[config.mk]
export PLATFORM = sky130hd
export DESIGN_NAME = axis_pattern_gen
export DESIGN_NICKNAME = d
export VERILOG_FILES = /design/src/rtl/axis_pattern_gen_pkg.sv /design/src/rtl/axi4_lite_slave.sv /design/src/rtl/patgen_beat_builder.sv /design/src/rtl/axis_pattern_gen.sv
export SDC_FILE = /design/constraint.sdc
export NUM_CORES = 2
export LEC_CHECK = 0
export BUFFER_PORTS_ARGS = -buffer_cell sky130_fd_sc_hd__buf_2
export CAP_MARGIN = 5
export CORE_MARGIN = 3
export CORE_UTILIZATION = 25
export CTS_CLUSTER_DIAMETER = 80
export CTS_CLUSTER_SIZE = 10
export DETAILED_ROUTE_END_ITERATION = 16
export GPL_TIMING_DRIVEN = 0
export PLACE_DENSITY = 0.39
export SLEW_MARGIN = 20
export SYNTH_ARGS = -nofsm -noshare
export SYNTH_HDL_FRONTEND = slang
export SYNTH_SLANG_ARGS = --single-unit
[constraint.sdc]
create_clock -name clk -period 5.2 [get_ports clk]
set_clock_uncertainty 0.15 [all_clocks]
set_input_delay 1.3 -clock clk [delete_from_list [all_inputs] [get_ports clk]]
set_output_delay 1.3 -clock clk [all_outputs]
set_load 0.005 [all_outputs]
[src/rtl/axis_pattern_gen_pkg.sv]
// axis_pattern_gen_pkg: register indices, response codes, address mask and FSM states shared by the pattern generator
package axis_pattern_gen_pkg;
  localparam logic [4:0] REG_CTRL = 5'd0;
  localparam logic [4:0] REG_BEATS = 5'd1;
  localparam logic [4:0] REG_FRAMES = 5'd2;
  localparam logic [4:0] REG_SEED = 5'd3;
  localparam logic [4:0] REG_SENT = 5'd4;
  localparam logic [1:0] RESP_OKAY = 2'd0;
  localparam logic [1:0] RESP_SLVERR = 2'd2;
  localparam logic [1:0] RESP_DECERR = 2'd3;
  localparam logic [31:0] ADDR_MASK = 32'h7F;
  typedef enum logic [1:0] {IDLE, RUN, DRAIN} state_t;
endpackage

[src/rtl/axi4_lite_slave.sv]
// axi4_lite_slave: AXI4-Lite slave core presenting single-cycle write/read strobes to a register handler
// ports: clk/resetn, S_AXI_* bus, ashi_write/waddr/wdata -> wresp, ashi_read/raddr -> rdata/rresp, widle/ridle
module axi4_lite_slave (
  input  logic        clk,
  input  logic        resetn,
  input  logic [31:0] S_AXI_AWADDR,
  input  logic [2:0]  S_AXI_AWPROT,
  input  logic        S_AXI_AWVALID,
  output logic        S_AXI_AWREADY,
  input  logic [31:0] S_AXI_WDATA,
  input  logic [3:0]  S_AXI_WSTRB,
  input  logic        S_AXI_WVALID,
  output logic        S_AXI_WREADY,
  output logic [1:0]  S_AXI_BRESP,
  output logic        S_AXI_BVALID,
  input  logic        S_AXI_BREADY,
  input  logic [31:0] S_AXI_ARADDR,
  input  logic [2:0]  S_AXI_ARPROT,
  input  logic        S_AXI_ARVALID,
  output logic        S_AXI_ARREADY,
  output logic [31:0] S_AXI_RDATA,
  output logic [1:0]  S_AXI_RRESP,
  output logic        S_AXI_RVALID,
  input  logic        S_AXI_RREADY,
  output logic [31:0] ashi_waddr,
  output logic [31:0] ashi_wdata,
  output logic        ashi_write,
  input  logic [1:0]  ashi_wresp,
  input  logic        ashi_widle,
  output logic [31:0] ashi_raddr,
  output logic        ashi_read,
  input  logic [31:0] ashi_rdata,
  input  logic [1:0]  ashi_rresp,
  input  logic        ashi_ridle
);
  logic [1:0] ws, rs;
  logic unused;
  assign unused = ^{S_AXI_AWPROT, S_AXI_ARPROT, S_AXI_WSTRB};
  // address and data are taken together; the handler answers during its one-cycle strobe
  assign S_AXI_AWREADY = ws == 2'd0 && ashi_widle && S_AXI_AWVALID && S_AXI_WVALID;
  assign S_AXI_WREADY = S_AXI_AWREADY;
  assign ashi_write = ws == 2'd1;
  assign S_AXI_BVALID = ws == 2'd2;
  assign S_AXI_ARREADY = rs == 2'd0 && ashi_ridle && S_AXI_ARVALID;
  assign ashi_read = rs == 2'd1;
  assign S_AXI_RVALID = rs == 2'd2;
  always_ff @(posedge clk) begin
    if (!resetn) begin
      ws <= 2'd0;
      rs <= 2'd0;
      ashi_waddr <= '0;
      ashi_wdata <= '0;
      ashi_raddr <= '0;
      S_AXI_BRESP <= 2'd0;
      S_AXI_RRESP <= 2'd0;
      S_AXI_RDATA <= '0;
    end else begin
      ws <= S_AXI_AWREADY ? 2'd1 : ws == 2'd1 ? 2'd2 : (ws == 2'd2 && S_AXI_BREADY) ? 2'd0 : ws;
      rs <= S_AXI_ARREADY ? 2'd1 : rs == 2'd1 ? 2'd2 : (rs == 2'd2 && S_AXI_RREADY) ? 2'd0 : rs;
      if (S_AXI_AWREADY) begin
        ashi_waddr <= S_AXI_AWADDR;
        ashi_wdata <= S_AXI_WDATA;
      end
      if (S_AXI_ARREADY) ashi_raddr <= S_AXI_ARADDR;
      if (ashi_write) S_AXI_BRESP <= ashi_wresp;
      if (ashi_read) begin
        S_AXI_RDATA <= ashi_rdata;
        S_AXI_RRESP <= ashi_rresp;
      end
    end
  end
endmodule

[src/rtl/patgen_beat_builder.sv]
// patgen_beat_builder: replicates base + i into each 32-bit lane i of a STREAM_WIDTH-bit beat
// ports: base (lane-0 value), beat (assembled beat data)
module patgen_beat_builder import axis_pattern_gen_pkg::*; #(
  parameter int STREAM_WIDTH = 512
) (
  input  logic [31:0]             base,
  output logic [STREAM_WIDTH-1:0] beat
);
  for (genvar i = 0; i < STREAM_WIDTH / 32; i++) begin : g_lane
    assign beat[32*i +: 32] = base + 32'(i);
  end
endmodule

[src/rtl/axis_pattern_gen.sv]
// axis_pattern_gen: AXI4-Lite controlled AXI4-Stream source of framed counting-pattern beats
// ports: clk/resetn, S_AXI_* control slave, AXIS_TX_TDATA/TVALID/TLAST out, AXIS_TX_TREADY in
module axis_pattern_gen import axis_pattern_gen_pkg::*; #(
  parameter int STREAM_WIDTH = 512
) (
  input  logic                    clk,
  input  logic                    resetn,
  input  logic [31:0]             S_AXI_AWADDR,
  input  logic [2:0]              S_AXI_AWPROT,
  input  logic                    S_AXI_AWVALID,
  output logic                    S_AXI_AWREADY,
  input  logic [31:0]             S_AXI_WDATA,
  input  logic [3:0]              S_AXI_WSTRB,
  input  logic                    S_AXI_WVALID,
  output logic                    S_AXI_WREADY,
  output logic [1:0]              S_AXI_BRESP,
  output logic                    S_AXI_BVALID,
  input  logic                    S_AXI_BREADY,
  input  logic [31:0]             S_AXI_ARADDR,
  input  logic [2:0]              S_AXI_ARPROT,
  input  logic                    S_AXI_ARVALID,
  output logic                    S_AXI_ARREADY,
  output logic [31:0]             S_AXI_RDATA,
  output logic [1:0]              S_AXI_RRESP,
  output logic                    S_AXI_RVALID,
  input  logic                    S_AXI_RREADY,
  output logic [STREAM_WIDTH-1:0] AXIS_TX_TDATA,
  output logic                    AXIS_TX_TVALID,
  output logic                    AXIS_TX_TLAST,
  input  logic                    AXIS_TX_TREADY
);
  localparam int L = STREAM_WIDTH / 32;
  logic [31:0] waddr, wdata, raddr, rdata;
  logic [1:0] wresp, rresp;
  logic write, read;
  logic [4:0] widx, ridx;
  logic [31:0] beats, frames, seed, sent, sh_beats, sh_frames, base, beat_cnt;
  logic [31:0] base_n, cnt_n, sent_n;
  logic hs, start, stop, done;
  logic [STREAM_WIDTH-1:0] beat;
  state_t state, state_n;
  axi4_lite_slave u_slave (
    .clk, .resetn,
    .S_AXI_AWADDR, .S_AXI_AWPROT, .S_AXI_AWVALID, .S_AXI_AWREADY,
    .S_AXI_WDATA, .S_AXI_WSTRB, .S_AXI_WVALID, .S_AXI_WREADY,
    .S_AXI_BRESP, .S_AXI_BVALID, .S_AXI_BREADY,
    .S_AXI_ARADDR, .S_AXI_ARPROT, .S_AXI_ARVALID, .S_AXI_ARREADY,
    .S_AXI_RDATA, .S_AXI_RRESP, .S_AXI_RVALID, .S_AXI_RREADY,
    .ashi_waddr(waddr), .ashi_wdata(wdata), .ashi_write(write), .ashi_wresp(wresp), .ashi_widle(!write),
    .ashi_raddr(raddr), .ashi_read(read), .ashi_rdata(rdata), .ashi_rresp(rresp), .ashi_ridle(!read)
  );
  // in IDLE the builder prepares the first beat from SEED, otherwise the beat after the current one
  patgen_beat_builder #(.STREAM_WIDTH(STREAM_WIDTH)) u_build (
    .base(state == IDLE ? seed : base_n),
    .beat
  );
  assign widx = 5'((waddr & ADDR_MASK) >> 2);
  assign ridx = 5'((raddr & ADDR_MASK) >> 2);
  assign wresp = widx <= REG_SEED ? RESP_OKAY : RESP_DECERR;
  assign rresp = ridx <= REG_SENT ? RESP_OKAY : RESP_DECERR;
  assign rdata = ridx == REG_CTRL ? {30'b0, state == DRAIN, state != IDLE}
    : ridx == REG_BEATS ? beats : ridx == REG_FRAMES ? frames
    : ridx == REG_SEED ? seed : ridx == REG_SENT ? sent : '0;
  assign hs = AXIS_TX_TVALID && AXIS_TX_TREADY;
  assign start = write && widx == REG_CTRL && wdata != '0 && state == IDLE;
  assign stop = write && widx == REG_CTRL && wdata == '0;
  assign base_n = base + 32'(L);
  assign cnt_n = AXIS_TX_TLAST ? '0 : beat_cnt + 32'd1;
  assign sent_n = sent + 32'd1;
  // a frame is never truncated: the run ends only on a TLAST handshake
  assign done = hs && AXIS_TX_TLAST &&
    (state == DRAIN || stop || (sh_frames != '0 && sent_n == sh_frames));
  always_comb begin
    state_n = start ? RUN : done ? IDLE : (stop && state == RUN) ? DRAIN : state;
  end
  always_ff @(posedge clk) begin
    if (!resetn) begin
      state <= IDLE;
      beats <= 32'd1;
      frames <= '0;
      seed <= '0;
      sent <= '0;
      sh_beats <= 32'd1;
      sh_frames <= '0;
      base <= '0;
      beat_cnt <= '0;
      AXIS_TX_TDATA <= '0;
      AXIS_TX_TVALID <= 1'b0;
      AXIS_TX_TLAST <= 1'b0;
    end else begin
      state <= state_n;
      if (write && widx == REG_BEATS) beats <= wdata;
      if (write && widx == REG_FRAMES) frames <= wdata;
      if (write && widx == REG_SEED) seed <= wdata;
      if (start) begin
        sh_beats <= beats == '0 ? 32'd1 : beats;
        sh_frames <= frames;
        base <= seed;
        beat_cnt <= '0;
        sent <= '0;
        AXIS_TX_TDATA <= beat;
        AXIS_TX_TVALID <= 1'b1;
        AXIS_TX_TLAST <= beats <= 32'd1;
      end else if (hs) begin
        base <= base_n;
        beat_cnt <= cnt_n;
        sent <= AXIS_TX_TLAST ? sent_n : sent;
        AXIS_TX_TDATA <= beat;
        AXIS_TX_TVALID <= !done;
        AXIS_TX_TLAST <= !done && cnt_n == sh_beats - 32'd1;
      end
    end
  end
endmodule

==> reports/results.ini <==
[cells_and_area]
regMostFlops = AXIS_TX_TDATA
stdcell_area_um2 = 49000
final_cell_mix = nand2_1 (844), dfxtp_1 (818), buf_2 (639)
layout_commonest_cell = nand2_1
syn2layout_area_growth_pct = 23.3
largest_register_ffs = 478
fillerInstances = 17321
multi_input_area_um2 = 21900
seq_area_um2 = 16400
nets = 5902
drive_gt1_frac = 0.174

[sta]
fmax_ghz = 0.189
fin_crit_ps = 5280
rsz0062_at_grt = yes
setup_ws_ps = -78.5
hold_viol = 0
relSlewSlack = 0.132
maxSlewViolCount = 0
period_share = 1.02
setup_tns_ps = -344
setup_viol = 7
tightest_slew_ps = 1300

[worst_setup_path]
worstSetupStartpointType = flop
crit_path_end_kind = flop
crit_path_cell_trace = nor2_1 > clkbuf_4 > mux2i_4 > buf_8 > clkinvlp_4 > ha_2 > and2_2 > a21oi_4 > nor3_2 > nand2_2 > nor2_1 > xnor2_1 > a21oi_1
path_buf_inv = 3
worstPathRequired_ps = 5670
cp_common_cell = nor2_1
cp.arrival_ps = 5750
path_delay_family = simple AND/OR/NAND/NOR gates
cp_max_fo = 10
path_class = flop to flop
slowest_delay_ps = 540
slowest_stage = mux2i_4

[drt]
routed_wl_um = 237000
top_layer = met5
viasPerCell = 5.30
wl_met1_um = 107000
wl_met2_um = 100000
first_iter_violations = 4292
wl_met3_um = 22800
ant_nets = 0
wire_per_inst_um = 30.2
dr_total_vias = 41613
dr.pass1.iters = 8
drc = 0

[clock_network]
cts_num_sinks = 818
clockRootBuffer = clkbuf_16
cts.clk_slew.worst_paths_ps = 60
insertion_delay_ps = 750
cts_buffer_depth = 3
cts_buffers = 97
tritoncts = built
htree_levels = 3

[run]
cap_violations = 0

[pwr]
vdd_drop_max_uv = 245
report.power.total_uw = 15200
power_density_nw_per_um2 = 310
leakage_uw = 0.0178

[floorplan]
io_pins = 669
die_area_um2 = 164000
die_height_um = 405
core_region_area_um2 = 157000
start_util = 0.253
die_w_um = 405
num_rows = 145

[grt]
overflow = 0
antenna_found_initial = 13
grt_max_degree = 15
grt_usage = 0.277
grt_pass1_wl_um = 320000
grt_pass1_vias = 38660

[place]
gp_congestion = 0.960
place_area_um2 = 45600
dp_hpwl_um = 189000
io_buffer_count = 603

[synthesis]
synth_edf_count = 0
synth_warnings = 0
yosysSeqAreaShare = 0.412
synth_flop_cell = dfxtp_1
synth-seq-cells = 818
syn_nets = 5179
syn_area_um2 = 39800
synth_cell_types = 90
avgSynthCellArea_um2 = 7.88
synthArstFlopShare = 0
syn-instance-count = 5047

[status]
failed_checks = setup timing
status = finished with violations

[worst_hold_path]
hold_class = flop to flop

[cell type report]
type,instances,share of cell area
antenna,2,0.000102
buffer,452,0.0398
clock buffer,110,0.0520
clock inverter,16,0.00531
inverter,24,0.00202
multi-input combinational,3747,0.447
sequential,818,0.334
tap,2058,0.0525
timing repair buffer,630,0.0669
[worst register-to-register path: cells and delay by family (launching register included)]
family                     cells  cell delay [ps]
xor gates and xnor gates       1              460
DFF                            1              330
AOI/OAI and AO/OA              2              580
adders and majority gates      1              520
buffers and inverters          3             1080
and+or+nand+nor                5             1480
muxes                          1              560
[final timing paths]
| check | slack (ps) | depth (start not counted) | from | endpoint |
|---|---|---|---|---|
| setup reg to reg | -80 | 13 | state[0] | AXIS_TX_TDATA[311] |
| setup / recovery | -80 | 13 | state[0] | AXIS_TX_TDATA[311] |
| hold / removal | 290 | 2 | AXIS_TX_TDATA[380] | AXIS_TX_TDATA[380] |
| hold reg to reg | 290 | 2 | AXIS_TX_TDATA[380] | AXIS_TX_TDATA[380] |
[cell families after synthesis]
group	synth area share
muxes	0.0250
DFF	0.412
and+or+nand+nor	0.232
buffers and inverters	0.0511
xor gates and xnor gates	0.103
adders and majority gates	0.00566
AOI/OAI and AO/OA	0.172
[synthesized netlist by cell type (all sizes together), types with 93 or more instances]
| library cell | n | area, um^2 |
|---|---|---|
| nand3 | 123 | 626 |
| nand2 | 849 | 3190 |
| a211oi | 198 | 1500 |
| nor2 | 596 | 2240 |
| nor3 | 157 | 862 |
| buf | 98 | 589 |
| xnor2 | 332 | 2910 |
| o21ai | 263 | 1320 |
| a21oi | 439 | 2200 |
| xor2 | 131 | 1150 |
| nor4 | 93 | 641 |
| dfxtp | 818 | 16400 |
| clkbuf | 360 | 1350 |
[stage by stage]
stage                      util  setup slack, ps  hold slack [ps]  cells
final                     0.312            -78.5              288   7857
after global routing      0.312            -88.4              302   7855
after CTS                 0.310            -72.5              292   7850
after detailed placement  0.290            -1660              284   7718
after global placement    0.289            -3000              279   7708
after floorplan               -             1140              281   5047
[power by group]
| part | total, uW | internal [uW] | switching, uW |
|---|---|---|---|
| clock network | 6570 | 3600 | 2970 |
| logic | 1810 | 571 | 1240 |
| registers | 6830 | 6550 | 277 |
[per-layer routing]
layer | global-route usage | vias to the layer above
met2 | 0.410 | 1878
met5 | 0 | -
met1 | 0.390 | 20601
met4 | 0.0808 | 2
li1 | - | 18866
met3 | 0.0764 | 266
[what timing repair did]
action | CTS | global route
pin swaps | 2 | 3
gates cloned | 0 | 0
setup buffers | 11 | 5
hold buffers | 0 | 0
setup endpoints to repair | 375 | 126
gates resized for setup | 58 | 58
Note: power is estimated with default switching activity, not from simulation.
